$ cat src/rtl/pbus_mem_arbiter_pkg.sv
// Shared definitions for the PBus benchmark memory arbiter: reserved address
// map, control register bit positions, kernel handshake states.
package pbus_mem_arbiter_pkg;

    localparam int STALL_W   = 16;
    localparam int RUN_BIT   = 0;
    localparam int KDONE_BIT = 1;

    typedef enum logic {
        K_IDLE = 1'b0,
        K_ACK  = 1'b1
    } kstate_t;

    // The two topmost addresses of the space are the control/status window.
    function automatic logic [31:0] ctrl_addr(input int aw);
        return (32'h1 << aw) - 32'h1;
    endfunction

    function automatic logic [31:0] stat_addr(input int aw);
        return ctrl_addr(aw) - 32'h1;
    endfunction

endpackage

$ cat src/rtl/pbus_sat_counter.sv
// Saturating event counter with synchronous clear; clear wins over increment.
module pbus_sat_counter #(
    parameter int W = 16
) (
    input  logic         clk,
    input  logic         rst_n,
    input  logic         clr,
    input  logic         inc,
    output logic [W-1:0] count
);

    always_ff @(posedge clk or negedge rst_n) begin
        if (!rst_n) begin
            count <= '0;
        end else if (clr) begin
            count <= '0;
        end else if (inc && (count != {W{1'b1}})) begin
            count <= count + 1'b1;
        end
    end

endmodule

$ cat src/rtl/pbus_mem_arbiter.sv
// Single-port benchmark RAM shared between PBus host strobes (always win) and
// a req/ack kernel port, plus a host-visible Run/KDone control and stall counter.
module pbus_mem_arbiter
    import pbus_mem_arbiter_pkg::*;
#(
    parameter int AW = 8,
    parameter int DW = 32
) (
    input  logic          Clk,
    input  logic          PBusResetN,
    input  logic          RD,
    input  logic          WR,
    input  logic [AW-1:0] HAddr,
    input  logic [DW-1:0] HWData,
    output logic [DW-1:0] HRData,
    input  logic          KReq,
    input  logic          KWe,
    input  logic [AW-1:0] KAddr,
    input  logic [DW-1:0] KWData,
    output logic          KAck,
    output logic [DW-1:0] KRData,
    input  logic          KDone,
    output logic          Run,
    output logic          MemEn,
    output logic          MemWe,
    output logic [AW-1:0] MemAddr,
    output logic [DW-1:0] MemWData,
    input  logic [DW-1:0] MemRData
);

    localparam logic [AW-1:0] CTRL_ADDR = AW'(ctrl_addr(AW));
    localparam logic [AW-1:0] STAT_ADDR = AW'(stat_addr(AW));

    kstate_t             state, state_nxt;
    logic                host, host_rd, hit_ctrl, hit_stat, hit_rsv;
    logic                grant, stall_inc, stat_clr;
    logic                run, kwe_q, rd_pend, rsv_q;
    logic [DW-1:0]       krdata_q, rsv_val_q, ctrl_word, stat_word;
    logic [STALL_W-1:0]  stall_cnt;

    assign host     = RD | WR;
    assign host_rd  = RD & ~WR;
    assign hit_ctrl = (HAddr == CTRL_ADDR);
    assign hit_stat = (HAddr == STAT_ADDR);
    assign hit_rsv  = hit_ctrl | hit_stat;

    always_comb begin
        state_nxt = state;
        grant     = 1'b0;
        case (state)
            K_IDLE: begin
                if (KReq && run && !host) begin
                    grant     = 1'b1;
                    state_nxt = K_ACK;
                end
            end
            K_ACK:   state_nxt = K_IDLE;
            default: state_nxt = K_IDLE;
        endcase
    end

    always_ff @(posedge Clk or negedge PBusResetN) begin
        if (!PBusResetN) state <= K_IDLE;
        else             state <= state_nxt;
    end

    assign stall_inc = (state == K_IDLE) && KReq && !grant;
    assign stat_clr  = WR && hit_stat;

    pbus_sat_counter #(.W(STALL_W)) u_stall (
        .clk   (Clk),
        .rst_n (PBusResetN),
        .clr   (stat_clr),
        .inc   (stall_inc),
        .count (stall_cnt)
    );

    // RAM port mux; gating with reset keeps the RAM quiet while held in reset.
    assign MemEn    = PBusResetN && ((host && !hit_rsv) || grant);
    assign MemWe    = MemEn && (host ? WR : KWe);
    assign MemAddr  = host ? HAddr  : KAddr;
    assign MemWData = host ? HWData : KWData;

    always_comb begin
        ctrl_word            = '0;
        ctrl_word[RUN_BIT]   = run;
        ctrl_word[KDONE_BIT] = KDone;
    end
    assign stat_word = DW'(stall_cnt);

    // Reserved-space reads snapshot the status in the RD cycle so they line up
    // with the RAM read data that appears one cycle later.
    always_ff @(posedge Clk or negedge PBusResetN) begin
        if (!PBusResetN) begin
            run       <= 1'b0;
            kwe_q     <= 1'b0;
            krdata_q  <= '0;
            rd_pend   <= 1'b0;
            rsv_q     <= 1'b0;
            rsv_val_q <= '0;
            HRData    <= '0;
        end else begin
            if (WR && hit_ctrl) run <= HWData[RUN_BIT];
            if (grant) kwe_q <= KWe;
            if ((state == K_ACK) && !kwe_q) krdata_q <= MemRData;
            rd_pend <= host_rd;
            if (host_rd) begin
                rsv_q     <= hit_rsv;
                rsv_val_q <= hit_ctrl ? ctrl_word : stat_word;
            end
            if (rd_pend) HRData <= rsv_q ? rsv_val_q : MemRData;
        end
    end

    assign Run    = run;
    assign KAck   = (state == K_ACK);
    assign KRData = (KAck && !kwe_q) ? MemRData : krdata_q;

endmodule

$ cat config.mk
export PLATFORM = sky130hd
export DESIGN_NAME = pbus_mem_arbiter
export DESIGN_NICKNAME = d
export VERILOG_FILES = /design/src/rtl/pbus_mem_arbiter_pkg.sv /design/src/rtl/pbus_sat_counter.sv /design/src/rtl/pbus_mem_arbiter.sv
export SDC_FILE = /design/constraint.sdc
export NUM_CORES = 1
export LEC_CHECK = 0
export CAP_MARGIN = 25
export CORE_MARGIN = 1
export CORE_UTILIZATION = 45
export DETAILED_ROUTE_END_ITERATION = 10
export PLACE_DENSITY = 0.91
export SLEW_MARGIN = 20
export SYNTH_ARGS = -nofsm -noshare
export SYNTH_HDL_FRONTEND = slang
export SYNTH_HIERARCHICAL = 1
export SYNTH_SLANG_ARGS = --single-unit
$ cat constraint.sdc
create_clock -name Clk -period 3 [get_ports Clk]
set_input_delay 0.6 -clock Clk [delete_from_list [all_inputs] [get_ports Clk]]
set_output_delay 0.6 -clock Clk [all_outputs]
set_load 0.01 [all_outputs]
; After elaboration in Yosys (flattened, before gate mapping)
; Cells that the tools add are included.
[word_totals]
ff_bits = 117
in_bits = 119
output_inout_bits = 108
word_cells = 46
[op_classes]
addsub = 1
eq_ne = 3
n_mux = 11
n_bitwise = 5
n_reduce_logical = 17
[op_table]
columns = op, count
row1 = two-way mux 32 bit, 3
row2 = two-way mux 16 bit, 3
row3 = "adder 16 x 1 -> 16 bit, second input constant", 1
row4 = "equality test 8 bit, second input constant", 2
row5 = "!= test 16 bit, second input constant", 1
row6 = logical AND 1 bit, 11
row7 = two-way mux 8 bit, 1
row8 = logical NOT 1 bit, 4
row9 = two-way mux 1 bit, 3
row10 = NOT 1 bit, 2
row11 = OR 1 bit, 2
row12 = one-hot mux 1 bit (2 select lines), 1
row13 = nonzero test 2 bit, 1
row14 = AND 1 bit, 1
row15 = logical OR 1 bit, 1

; Longest topological paths before layout
[logic_depth]
ltp_word = 10
depth_mapped = 8

; Cells and area by module
; Netlist, hierarchy kept.
[modules_own_cells]
columns = mod, instances, cells_each, area_per_inst_um2
row1 = pbus_mem_arbiter, 1, 350, 4105.2
row2 = pbus_sat_counter, 1, 98, 942.2

; Least setup slack after synthesis
; OpenSTA, ideal clock, no wires.
[synth_path]
path_kind = input port to flip-flop
from = input WR
to = register u_stall.count[3]
t_arrival_ns = 2.173
required_time_ns = 2.922
slack_ns = 0.749
path_stages = 7
path_cell_list = nor2_4 -> buf_4 -> a21boi_0 -> inv_1 -> clkbuf_1 -> or4_2 -> a21oi_1
[synth_between]
elab_chain_cells = 9
word_cells_on_any_way = 11
cone_classes = mux: 3 / bitwise: 1 / reduce/logical: 7
[synth_lines]
columns = element, line_no
row1 = "start, declared", pbus_mem_arbiter.sv:12  ; input logic WR,
row2 = OR 1 bit, pbus_mem_arbiter.sv:41  ; assign host = RD | WR;
row3 = logical NOT 1 bit, pbus_mem_arbiter.sv:52  ; if (KReq && run && !host) begin
row4 = logical AND 1 bit, pbus_mem_arbiter.sv:52
row5 = two-way mux 1 bit, pbus_mem_arbiter.sv:52
row6 = two-way mux 1 bit, pbus_mem_arbiter.sv:50  ; case (state)
row7 = logical NOT 1 bit, pbus_mem_arbiter.sv:67  ; assign stall_inc = (state == K_IDLE) && KReq && !grant;
row8 = logical AND 1 bit, pbus_mem_arbiter.sv:67
row9 = named net stall_inc, pbus_mem_arbiter.sv:36  ; logic grant, stall_inc, stat_clr;
row10 = logical AND 1 bit, pbus_sat_counter.sv:17  ; end else if (inc && (count != {W{1'b1}})) begin
row11 = nonzero test 2 bit (no line), n/a
row12 = "end signal, assigned", pbus_sat_counter.sv:18  ; count <= count + 1'b1;
row13 = "end, declared", pbus_sat_counter.sv:9  ; output logic [W-1:0] count
; The timed path passes the listed nets, and every way through them passes these cells.
; A chain may end at the register's enable or synchronous reset.

; Final worst setup path
[layout_path]
from = input WR
to = output MemWData[7]
[layout_between]
elab_chain_cells = 2
[layout_lines]
columns = element, line_no
row1 = OR 1 bit, pbus_mem_arbiter.sv:41
row2 = two-way mux 32 bit, pbus_mem_arbiter.sv:82  ; assign MemWData = host ? HWData : KWData;
row3 = "end, declared", pbus_mem_arbiter.sv:27  ; output logic [DW-1:0] MemWData,
; No other way between the ends.

==> flow_metrics.tcl <==
set metrics [dict create \
    cp-end-kind "output port" \
    syn_inst 448 \
    start_kind "input pin" \
    synth_edf_count 0 \
    hold_viol 0 \
    vias 4319 \
    drt_pass1_iterations 4 \
    crit_family "buffers and inverters" \
    dieArea_sq_um 11640 \
    antenna_found_initial 0 \
    powerDensity_nw_per_um2 462.5 \
    period_share 0.9789 \
    vias_per_cell 5.299 \
    clock-root-buffer "clkbuf_8" \
    fmax_ghz 0.3405 \
    grt_pass1_wl_mm 22.44 \
    synth_fp_nets 568 \
    yosys.area.top_type_share 0.5007 \
    drc_errors 0 \
    die_width_um 107.9 \
    fin_util 0.7006 \
    maxSlewViolCount 0 \
    wl_per_cell_um 17.07 \
    syn_to_final_growth_pct 51.14 \
    grt_pass1_vias 4507 \
    hpwl_mm 10.52 \
    gp_congestion 0.8435 \
    cts_tree "yes" \
    leakagePower_nw 3.168 \
    worst_pin_slew_ns 0.9642 \
    core_sq_um 10890 \
    slowest_stage "clkdlybuf4s50_1" \
    overflow 0 \
    cpMostUsedCell "clkdlybuf4s50_1" \
    ys_ff_latch 101 \
    synth_cell_types 45 \
    io_pins 227 \
    worstSetupPathType "input pin to output port" \
    async_flop_share 1.000 \
    worstPathRequired_ns 2.40 \
    port_buffers 226 \
    clock_latency_ns 0.38 \
    drive_above_1_share 0.1852 \
    finalCriticalPeriod_ns 2.937 \
    register_area_sq_um 2529 \
    multiInputGateArea_sq_um 2267 \
    synth_ff_type "dfrtp_1" \
    ctsHoldBuffers 0 \
    dieHeight_um 107.9 \
    rows 38 \
    status "complete, no violations" \
    final_nets 790 \
    cts.clk_slew.worst_paths_ns 0.08 \
    ys_warn_count 6 \
    max_slew_margin 0.3572 \
    drt_wl_total_mm 13.91 \
    crit_chain "clkdlybuf4s50_1 > nor2_4 > buf_4 > mux2_2 > clkdlybuf4s50_1" \
    crit_start "WR" \
    fin_tns_setup_ns 0 \
    synth_area_sq_um 5047 \
    syn_avg_cell_area_sq_um 11.27 \
    rsz0062_at_grt "false" \
    ctsHtreeMaxLevel 3 \
    critical-path-max-stage-delay_ns 0.51 \
    synth_top_area_cell "dfrtp_1" \
    path_buf_inv 3 \
    fill_cells 791 \
    cts.sinks 101 \
    cp_max_fo 10 \
    post_cts_buffers 0 \
    clockBufferDepth 2 \
    postRouteAntennaNets 0 \
    setup_violations 0 \
    worstPathArrival_ns 2.34 \
    min_path_type "input pin to async pin" \
    timing.rr.start "u_stall/count[0]$_DFFE_PN0P_" \
    insertedDiodeCount 0 \
    synth_area_leaders "dfrtp_1 (50%), mux2_2 (15%), mux2i_1 (4.4%), a21oi_1 (2.8%), nand2_1 (2.8%)" \
    drv_cap 0 \
    fin_skew_ns 0.009821 \
    cts.repair.resized 0 \
    drt-initial-drc-count 324 \
    ys_seq_area_frac 0.5007 \
    numCtsBuffers 9 \
    grt_start_max_net_pins 68 \
    irDropWorstVdd_v 0.0002516 \
    start_util 0.4636 \
    grt_usage 0.2509 \
]
[layer usage]
metal	GRT usage	vias to the layer above	routed length, um
met5	0	-	0
met4	0.1184	0	405
met3	0.05690	29	895
met2	0.4354	172	6998
met1	0.2938	2084	5609
li1	-	2034	-
[final timing paths]
| check | to | slack (ns) | cells past startpoint |
|---|---|---|---|
| worst max-delay path | MemWData[7] | 0.06 | 5 |
| worst min-delay path | HRData[16]$_DFFE_PN0P_ | 0.32 | 2 |
| worst max register to register | u_stall/count[15]$_DFFE_PN0P_ | 0.72 | 5 |
| worst min register to register | rsv_val_q[9]$_DFFE_PN0P_ | 0.49 | 2 |
| max in group asynchronous | rd_pend$_DFF_PN0_ | 1.47 | 3 |
| min in group Clk | rsv_val_q[9]$_DFFE_PN0P_ | 0.49 | 2 |
[layout make-up]
type / instances / area share
Tap cell: 140 / 0.02296
Clock inverter: 3 / 0.002460
Timing Repair Buffer: 239 / 0.3123
Sequential cell: 101 / 0.3315
Clock buffer: 13 / 0.02214
Inverter: 22 / 0.01148
Multi-Input combinational cell: 297 / 0.2972
[power by group]
part	switching (mW)	leakage, nW	total [mW]	internal (mW)
clock	0.457	0.0994	0.825	0.369
combinational	0.388	1.80	0.959	0.572
sequential	0.183	1.27	1.74	1.56
[cells in the mapped netlist (2+ instances only)]
cell	number
nand3_1	5
a21boi_0	2
mux2_2	69
nand3b_1	17
inv_1	21
clkbuf_1	8
dfrtp_1	101
mux2_1	8
nand2_1	37
and3_1	2
o21ai_2	10
buf_4	8
nor3_1	2
o31ai_1	7
or3_1	2
buf_6	3
buf_2	6
a21oi_1	28
nor2b_1	7
nor2_1	20
or4_2	2
and4_2	2
or4_1	5
o21ai_1	3
mux2i_1	22
nand4_1	6
nor4_1	4
o21ai_0	24
[state kept, by name (all words and copies together), names as in the netlist]
name,cells
krdata_q,32
u_stall/count,16
rsv_q,1
Run,1
rsv_val_q,16
rd_pend,1
HRData,32
KAck,1
kwe_q,1
[metrics by stage]
stage | worst slack, ns | power [mW] | hold WS, ns | instances | instance area [sq um]
5_1_grt | 0.005060 | 3.714 | 0.3524 | 815 | 7629
6_report | 0.06329 | 3.528 | 0.3168 | 815 | 7629
3_5_place_dp | 0.07793 | 2.729 | 0.4714 | 799 | 7441
4_1_cts | 0.06126 | 3.551 | 0.3194 | 815 | 7629
3_3_place_gp | 0.1118 | 2.670 | 0.4611 | 799 | 7441
2_1_floorplan | 0.7486 | 2.133 | 0.3044 | 448 | 5047
[placed cells by master (no fill, tap or decap), drive strengths merged]
cell             n
nor2b            7
mux2i           22
o31ai            7
or2              1
nand2           37
and4             2
nand4            8
or3              3
nor3             3
o21ai           37
nand2b           1
inv             22
a21oi           28
or4              7
buf             14
a21boi           2
o22ai            1
ha               1
nor2            21
o211ai           1
mux2            77
nand3            5
clkdlybuf4s50  225
nor3b            1
nand3b          17
a211oi           1
clkbuf          13
dfrtp          101
clkinv           3
and3             2
nor4             5
[cell families after synthesis]
group           synth area share
flops                     0.5007
buf+inv                  0.05255
compound gates           0.09147
mux                       0.2154
simple gates              0.1373
fa+ha+maj               0.002479
[worst register-to-register path, stage by stage (launching register included)]
cell,delay [ns]
dfrtp_1,0.44
ha_1,0.28
nand4_2,0.15
nor4_4,0.79
nor4_1,0.18
mux2_1,0.34
(Power assumes the default switching activity.)
